**config.mk**
```make
export PLATFORM = sky130hd
export DESIGN_NAME = countdown_timer_flat
export DESIGN_NICKNAME = d
export VERILOG_FILES = /design/src/rtl/countdown_pkg.sv /design/src/rtl/countdown_timer_if.sv /design/src/rtl/countdown_prescaler.sv /design/src/rtl/countdown_timer.sv /design/src/flat_wrapper.sv
export SDC_FILE = /design/constraint.sdc
export NUM_CORES = 1
export LEC_CHECK = 0
export ABC_AREA = 1
export CORE_MARGIN = 5
export CORE_UTILIZATION = 45
export CTS_CLUSTER_SIZE = 8
export DETAILED_ROUTE_END_ITERATION = 8
export DONT_BUFFER_PORTS = 1
export HOLD_SLACK_MARGIN = 0.15
export PLACE_DENSITY = 0.67
export SYNTH_ARGS = -nofsm -noshare
export SYNTH_HDL_FRONTEND = slang
export SYNTH_SLANG_ARGS = --single-unit
```
**constraint.sdc**
```tcl
create_clock -name clk -period 1.7 [get_ports clk]
set_clock_uncertainty 0.15 [all_clocks]
set_input_delay 0.255 -clock clk [delete_from_list [all_inputs] [get_ports clk]]
set_output_delay 0.255 -clock clk [all_outputs]
set_load 0.1 [all_outputs]
```
**src/rtl/countdown_pkg.sv**
```systemverilog
// Shared types and default sizes for the countdown timer.
package countdown_pkg;

    localparam int unsigned STATE_W   = 2;
    localparam int unsigned DEF_WIDTH = 4;
    localparam int unsigned DEF_PRE_W = 4;

    localparam logic [STATE_W-1:0] ST_IDLE = 2'd0;
    localparam logic [STATE_W-1:0] ST_RUN  = 2'd1;
    localparam logic [STATE_W-1:0] ST_DONE = 2'd2;

    typedef enum logic [STATE_W-1:0] {
        IDLE = ST_IDLE,
        RUN  = ST_RUN,
        DONE = ST_DONE
    } state_e;

endpackage

```
**src/rtl/countdown_timer_if.sv**
```systemverilog
// Host-side control and status bundle for the countdown timer.
interface countdown_timer_if
    import countdown_pkg::*;
#(
    parameter int unsigned WIDTH = DEF_WIDTH,
    parameter int unsigned PRE_W = DEF_PRE_W
) ();

    logic             clear;
    logic             load;
    logic [WIDTH-1:0] load_value;
    logic             auto_reload;
    logic [PRE_W-1:0] prescale;
    logic             enable;
    logic [WIDTH-1:0] count;
    logic             tc_pulse;
    logic             done;
    logic             busy;

    modport master (
        output clear, load, load_value, auto_reload, prescale, enable,
        input  count, tc_pulse, done, busy
    );

    modport slave (
        input  clear, load, load_value, auto_reload, prescale, enable,
        output count, tc_pulse, done, busy
    );

endinterface

```
**src/rtl/countdown_prescaler.sv**
```systemverilog
// Divides enabled cycles by div+1; tick marks the last cycle of each period.
module countdown_prescaler
    import countdown_pkg::*;
#(
    parameter int unsigned PRE_W = DEF_PRE_W
) (
    input  logic             clk,
    input  logic             rst_n,
    input  logic             restart,
    input  logic             enable,
    input  logic [PRE_W-1:0] div,
    output logic             tick
);

    logic [PRE_W-1:0] cnt_q;
    logic [PRE_W-1:0] cnt_d;

    // Tick on the enabled cycle where the counter has reached the divider.
    assign tick = enable && (cnt_q == div);

    // Next counter value: restart and wrap both return to zero; pause holds.
    always_comb begin
        cnt_d = cnt_q;
        if (restart) begin
            cnt_d = '0;
        end else if (tick) begin
            cnt_d = '0;
        end else if (enable) begin
            cnt_d = cnt_q + PRE_W'(1);
        end
    end

    // Counter register.
    always_ff @(posedge clk) begin
        if (!rst_n) begin
            cnt_q <= '0;
        end else begin
            cnt_q <= cnt_d;
        end
    end

endmodule

```
**src/rtl/countdown_timer.sv**
```systemverilog
// Loadable down-counter with prescaler, one-shot/auto-reload modes and terminal-count flags.
module countdown_timer
    import countdown_pkg::*;
#(
    parameter int unsigned WIDTH = DEF_WIDTH,
    parameter int unsigned PRE_W = DEF_PRE_W
) (
    input  logic                clk,
    input  logic                rst_n,
    countdown_timer_if.slave    bus
);

    state_e           state_q,  state_d;
    logic [WIDTH-1:0] count_q,  count_d;
    logic [WIDTH-1:0] reload_q, reload_d;
    logic             auto_q,   auto_d;
    logic [PRE_W-1:0] div_q,    div_d;
    logic             tc_q,     tc_d;
    logic             done_q,   done_d;
    logic             busy_q,   busy_d;

    logic             restart_c;
    logic             run_en_c;
    logic             tick;

    // The prescaler restarts on any load or clear and only advances while running.
    assign restart_c = bus.clear || bus.load;
    assign run_en_c  = (state_q == RUN) && bus.enable;

    countdown_prescaler #(
        .PRE_W (PRE_W)
    ) u_prescaler (
        .clk     (clk),
        .rst_n   (rst_n),
        .restart (restart_c),
        .enable  (run_en_c),
        .div     (div_q),
        .tick    (tick)
    );

    // Next-state and next-output logic; clear beats load beats counting.
    always_comb begin
        state_d  = state_q;
        count_d  = count_q;
        reload_d = reload_q;
        auto_d   = auto_q;
        div_d    = div_q;
        tc_d     = 1'b0;
        done_d   = done_q;

        if (bus.clear) begin
            state_d = IDLE;
            count_d = '0;
            done_d  = 1'b0;
        end else if (bus.load) begin
            reload_d = bus.load_value;
            auto_d   = bus.auto_reload;
            div_d    = bus.prescale;
            count_d  = bus.load_value;
            if (bus.load_value != '0) begin
                state_d = RUN;
                done_d  = 1'b0;
            end else begin
                // A zero load is an immediate terminal count.
                state_d = DONE;
                done_d  = 1'b1;
                tc_d    = 1'b1;
            end
        end else if ((state_q == RUN) && tick) begin
            if (count_q > WIDTH'(1)) begin
                count_d = count_q - WIDTH'(1);
            end else if (auto_q) begin
                // Reload straight from 1 so the period is exactly N ticks.
                count_d = reload_q;
                tc_d    = 1'b1;
            end else begin
                count_d = '0;
                state_d = DONE;
                done_d  = 1'b1;
                tc_d    = 1'b1;
            end
        end

        busy_d = (state_d == RUN);
    end

    // State, datapath and registered status flags.
    always_ff @(posedge clk) begin
        if (!rst_n) begin
            state_q  <= IDLE;
            count_q  <= '0;
            reload_q <= '0;
            auto_q   <= 1'b0;
            div_q    <= '0;
            tc_q     <= 1'b0;
            done_q   <= 1'b0;
            busy_q   <= 1'b0;
        end else begin
            state_q  <= state_d;
            count_q  <= count_d;
            reload_q <= reload_d;
            auto_q   <= auto_d;
            div_q    <= div_d;
            tc_q     <= tc_d;
            done_q   <= done_d;
            busy_q   <= busy_d;
        end
    end

    assign bus.count    = count_q;
    assign bus.tc_pulse = tc_q;
    assign bus.done     = done_q;
    assign bus.busy     = busy_q;

endmodule

```
**src/flat_wrapper.sv**
```systemverilog
// flat-port wrapper written by rule: the top's interface ports become plain ports
module countdown_timer_flat import countdown_pkg::*;
#(
    parameter int unsigned WIDTH = DEF_WIDTH,
    parameter int unsigned PRE_W = DEF_PRE_W
)
  (clk, rst_n, bus_clear, bus_load, bus_load_value, bus_auto_reload, bus_prescale, bus_enable, bus_count, bus_tc_pulse, bus_done, bus_busy);
  countdown_timer_if #(.WIDTH(WIDTH), .PRE_W(PRE_W)) bus_i ();
  input  logic clk;
  input  logic rst_n;
  input wire logic [$bits(bus_i.clear)-1:0] bus_clear;
  input wire logic [$bits(bus_i.load)-1:0] bus_load;
  input wire logic [$bits(bus_i.load_value)-1:0] bus_load_value;
  input wire logic [$bits(bus_i.auto_reload)-1:0] bus_auto_reload;
  input wire logic [$bits(bus_i.prescale)-1:0] bus_prescale;
  input wire logic [$bits(bus_i.enable)-1:0] bus_enable;
  output wire logic [$bits(bus_i.count)-1:0] bus_count;
  output wire logic [$bits(bus_i.tc_pulse)-1:0] bus_tc_pulse;
  output wire logic [$bits(bus_i.done)-1:0] bus_done;
  output wire logic [$bits(bus_i.busy)-1:0] bus_busy;
  assign bus_i.clear = bus_clear;
  assign bus_i.load = bus_load;
  assign bus_i.load_value = bus_load_value;
  assign bus_i.auto_reload = bus_auto_reload;
  assign bus_i.prescale = bus_prescale;
  assign bus_i.enable = bus_enable;
  assign bus_count = bus_i.count;
  assign bus_tc_pulse = bus_i.tc_pulse;
  assign bus_done = bus_i.done;
  assign bus_busy = bus_i.busy;
  countdown_timer #(.WIDTH(WIDTH), .PRE_W(PRE_W)) u_core (.clk(clk), .rst_n(rst_n), .bus(bus_i));
endmodule
```
=== After elaboration in Yosys (flattened, before gate mapping) ===
Index checks and enable logic that the tools add are counted.

* Output and inout port bits: 7
* Input port bits: 14
* Word-level logic and storage cells: 47
* Bits in registers: 22

* Equal/unequal tests: 5
* Multiplexer cells: 18
* Magnitude comparators: 1
* Add/subtract/negate cells: 2
* Reductions and logical operators: 10
* Bitwise logic cells: 2

{| class="wikitable"
|+ Operators with widths
! operator !! number
|-
| 2-to-1 mux 4 bit || 4
|-
| 2-to-1 mux 2 bit || 6
|-
| 2-to-1 mux 1 bit || 8
|-
| adder 4 x 1 -> 4 bit (second input constant) || 1
|-
| == test 2 x 1 -> 1 bit (second input constant) || 2
|-
| == test 4 bit || 1
|-
| greater-than comparator 4 x 1 -> 1 bit (second input constant) || 1
|-
| != test 2 bit (second input constant) || 2
|-
| nonzero test 4 bit || 1
|-
| subtractor 4 x 1 -> 4 bit (second input constant) || 1
|-
| logical AND 1 bit || 3
|-
| AND reduction 3 bit || 1
|-
| OR reduction 3 bit || 1
|-
| inverter 1 bit || 2
|-
| AND reduction 2 bit || 1
|-
| nonzero test 2 bit || 1
|-
| OR reduction 2 bit || 1
|-
| logical OR 1 bit || 1
|}

=== Depth between registers and ports, before layout ===
* Depth after elaboration: 8
* Gate-level depth with buffers: 12
* Gate-level depth less buffers: 12

=== Cells and area by module ===
A second synthesis with hierarchy kept.

* Cell total of the unflattened synthesis: 168
* Area total of the unflattened synthesis: 1187.4 um^2

{| class="wikitable"
|+ Modules (own cells, without submodules)
! module !! instances !! area an instance (um^2) !! cells each !! sequential area each (um^2)
|-
| countdown_timer || 1 || 924.6 || 127 || 360.3
|-
| countdown_prescaler || 1 || 262.8 || 41 || 80.1
|}

=== Worst setup path after synthesis ===
No wires, ideal clock.

* Kind: flip-flop to flip-flop
* Start: register u_core.count_q[0] (netlist: u_core.bus.count[0])
* End: register u_core.count_q[3] (netlist: u_core.bus.count[3])
* Required time: 1433 ps
* Data arrival time: 2032 ps
* Buffers on the path: 0
* Cell stages (with the launch flop): 11
* Slack: -599 ps
* Setup time: 117 ps
* Clock period less this slack: 2299 ps
* Cells stage by stage: dfxtp_1 > inv_1 > ha_1 > nor2_1 > nor2_4 > nand3_1 > nand2_1 > o21ai_1 > nand2_1 > nand2_1 > nand2_1

* Longest elaborated chain between the ends: 4
* Elaborated cells on any way between the ends: 5
* Classes of those cells: add/sub: 1; order compare: 1; mux: 3

{| class="wikitable"
|+ RTL lines
! item !! RTL line !! RTL
|-
| start, declared || countdown_timer.sv:14 || <nowiki>logic [WIDTH-1:0] count_q, count_d;</nowiki>
|-
| start signal, assigned || countdown_timer.sv:100 || <nowiki>count_q <= count_d;</nowiki>
|-
| subtractor 4 x 1 -> 4 bit / greater-than comparator 4 x 1 -> 1 bit (equally long branches) || countdown_timer.sv:71, countdown_timer.sv:70 ||
|-
| 2-to-1 mux 4 bit (*) || countdown_timer.sv:70 || <nowiki>if (count_q > WIDTH'(1)) begin</nowiki>
|-
| 2-to-1 mux 4 bit (*) || countdown_timer.sv:69 || <nowiki>end else if ((state_q == RUN) && tick) begin</nowiki>
|-
| 2-to-1 mux 4 bit (*) || countdown_timer.sv:55 || <nowiki>end else if (bus.load) begin</nowiki>
|}

Every way passes the cells marked *; elsewhere a longest branch is shown, timed or not. The select of a mux whose other input is x is not followed.
A chain may end at the register's enable or synchronous reset.

==> impl_metrics.env <==
export IMPL_synth_simple_area_share_pct=34.1
export IMPL_ys_warn_count=0
export IMPL_p_per_area_nw_per_um2=742
export IMPL_finalWirelength_um=2730
export IMPL_status="complete, no violations"
export IMPL_synth_fa_ha_area_share_pct=3.21
export IMPL_critPathCapture="u_core.bus.done"
export IMPL_post_route_period_util_pct=94.5
export IMPL_vdd_drop_max_mv=0.545
export IMPL_period_needed_ps=1610
export IMPL_overflow=0
export IMPL_tns_ps=0
export IMPL_start_util_pct=47.2
export IMPL_clkSinkCount=22
export IMPL_h_tree_depth=1
export IMPL_relSlewSlack_pct=76.7
export IMPL_via_count=1147
export IMPL_clockBufferDepth=2
export IMPL_synth_avg_cell_area_um2=7.27
export IMPL_grt_usage_pct=17.2
export IMPL_rows=18
export IMPL_yosys_area_top_type_share_pct=37.6
export IMPL_synth_distinct_cells=25
export IMPL_timing_fmax_mhz=623
export IMPL_total_power_uw=1140
export IMPL_min_path_cells=3
export IMPL_post_route_util_pct=62.1
export IMPL_grt_pass1_vias=1125
export IMPL_clock_latency_ps=310
export IMPL_hold_viol_final=0
export IMPL_cts_setup_buffers=0
export IMPL_slew_viol_final=0
export IMPL_arrival_ps=1710
export IMPL_drive_above_1_share_pct=16.8
export IMPL_antenna_found_initial=0
export IMPL_synthXorXnorAreaFrac_pct=2.25
export IMPL_fin_area_um2=1540
export IMPL_io_pins=21
export IMPL_dieArea_um2=3720
export IMPL_ys_ff_latch=22
export IMPL_antenna_cells=0
export IMPL_r2r_cells=4
export IMPL_netlist_area_um2=1170
export IMPL_yosysTopAreaCell="dfxtp_1"
export IMPL_r2r_end="u_core.bus.done"
export IMPL_hpwlAfterDp_um=1950
export IMPL_crit_fanout=2
export IMPL_finalSetupViolations=0
export IMPL_min_path_type="in2reg"
export IMPL_place_area_um2=1260
export IMPL_die_h_um=61.0
export IMPL_first_pass_iters=4
export IMPL_clockRootBuffer="clkbuf_4"
export IMPL_drcViolationCount=0
export IMPL_maxCapViolations=0
export IMPL_drtIter0Drc=45
export IMPL_core_area_um2=2480
export IMPL_place_congestion=0.867
export IMPL_nNetsFinal=209
export IMPL_die_w_um=61.0
export IMPL_synthTopCellsByArea="dfxtp_1 38%, nand2_1 9.0%, inv_1 7.1%"
export IMPL_grt_pass1_wl_um=4830
export IMPL_port_buffers=0
export IMPL_synth_cells=161
export IMPL_worstSetupEndpointType="flip-flop"
export IMPL_rsz0062_at_grt="false"
export IMPL_reg2reg_from="u_core.bus.done"
export IMPL_antenna_left=0
export IMPL_crit_type="reg2reg"
export IMPL_cts_tree="yes"
export IMPL_worstMarginPinSlew_ps=349
export IMPL_yosysSeqAreaShare_pct=37.6
export IMPL_synth_top_family_by_area="simple AND/OR/NAND/NOR gates"
export IMPL_whs_ps=191
export IMPL_reg2reg_slack_ps=90
export IMPL_startpoint="u_core.bus.done"
export IMPL_grt_max_degree=14
export IMPL_drt_vias_per_instance=5.19
export IMPL_cts_buffers=3
export IMPL_p_leak_uw=0.000663
export IMPL_synth_nets=178
export IMPL_startpoint_type="flip-flop"
export IMPL_synthMuxAreaShare_pct=0
export IMPL_wire_per_inst_um=12.3
export IMPL_synthToLayoutAreaGrowth_pct=31.4
export IMPL_crit_required_ps=1800
export IMPL_synth_compound_area_share_pct=14.1
export IMPL_cts_clk_slew_worst_paths_ps=130
-- cell type report --
| class | count | area, µm² |
|---|---|---|
| clock buffers | 4 | 47.5 |
| inverters | 23 | 86.3 |
| fillers | 233 | 940 |
| flip-flops and latches | 22 | 450 |
| well taps | 30 | 37.5 |
| multi-input cells | 113 | 643 |
| repair buffers | 29 | 273 |
-- per-stage QoR --
step | worst slack [ps] | instances
floorplan | 0.766 | 161
global placement | 201 | 196
detailed placement | 136 | 196
CTS | 76.2 | 221
global route | 3.80 | 221
finish | 93.9 | 221
-- cells in the mapped netlist (all sizes together) --
library cell,n
a211oi,2
a21oi,14
buf,3
dfxtp,22
ha,3
inv,23
nand2,31
nand3,15
nand4,3
nor2,25
nor3,2
o211ai,2
o21ai,13
xor2,3
-- worst max-delay path: stages, from the launching register on --
cell and delay, ps:
dfxtp_1 330, buf_4 290, nor2_1 80, dlygate4sd3_1 570
a21oi_1 140
-- worst min path at each step --
stage	from	end	slack, ps
4_1_cts	bus_load	u_core.bus.tc_pulse	180
5_1_grt	bus_load	u_core.bus.tc_pulse	190
6_report	bus_load	u_core.bus.tc_pulse	190
3_5_place_dp	rst_n	u_core.reload_q[2]	250
2_1_floorplan	bus_prescale[1]	u_core.div_q[1]	240
3_3_place_gp	rst_n	u_core.div_q[1]	240
-- state kept, by name, summed over array words and instances, names as in the netlist --
register,cells
u_core.reload_q,4
u_core.auto_q,1
u_core.u_prescaler.cnt_q,4
u_core.bus.busy,1
u_core.state_q,2
u_core.bus.done,1
u_core.div_q,4
u_core.bus.count,4
u_core.bus.tc_pulse,1
-- report_power, final --
part	internal, µW	switching (µW)	total, µW	leakage (µW)
Clock	179	164	344	0.0000261
Sequential	537	17.6	555	0.000182
Combinational	89.8	153	243	0.000455
Total	806	335	1140	0.000663
-- cells in the final DEF, fill, tap and decap left out --
cell / netlist / final
dlymetal6s4s_1: 0 / 1
nand3_1: 13 / 13
inv_1: 22 / 22
dfxtp_1: 22 / 18
nand4_1: 2 / 2
nand3_4: 1 / 1
o211ai_1: 2 / 2
nor2_2: 2 / 1
nand4_2: 1 / 1
nor3_2: 1 / 1
nor2_8: 1 / 1
dfxtp_2: 0 / 2
nand3_2: 1 / 1
buf_4: 0 / 8
o21ai_1: 4 / 4
a21oi_1: 14 / 14
dlygate4sd3_1: 0 / 20
clkbuf_16: 0 / 1
clkbuf_4: 0 / 3
nor2_4: 3 / 5
nand2_1: 28 / 28
nor2_1: 19 / 18
a211oi_1: 2 / 2
dfxtp_4: 0 / 2
xor2_1: 3 / 3
nor3_1: 1 / 1
nand2_4: 1 / 1
inv_2: 1 / 1
ha_2: 0 / 1
ha_1: 3 / 2
o21ai_0: 9 / 9
nand2_2: 2 / 2
-- cells by family after synthesis --
family	after synthesis
xor+xnor	3
simple gates	76
fa+ha+maj	3
buf+inv	26
compound gates	31
flops	22
-- per-layer routing --
layer	vias up	GRT usage (%)	part of all wire [%]
met5	-	0	0
met4	0	5.57	1.1
met3	4	2.13	6.0
met2	40	31.6	50
met1	522	20.4	43
li1	581	-	-
-- repair_timing --
item / in CTS / in global routing
resized for setup: 0 / 4
hold buffers: 21 / 0
hold endpoints to repair: 22 / 0
endpoints found under the setup margin: 0 / 8
(Power assumes the default switching activity.)
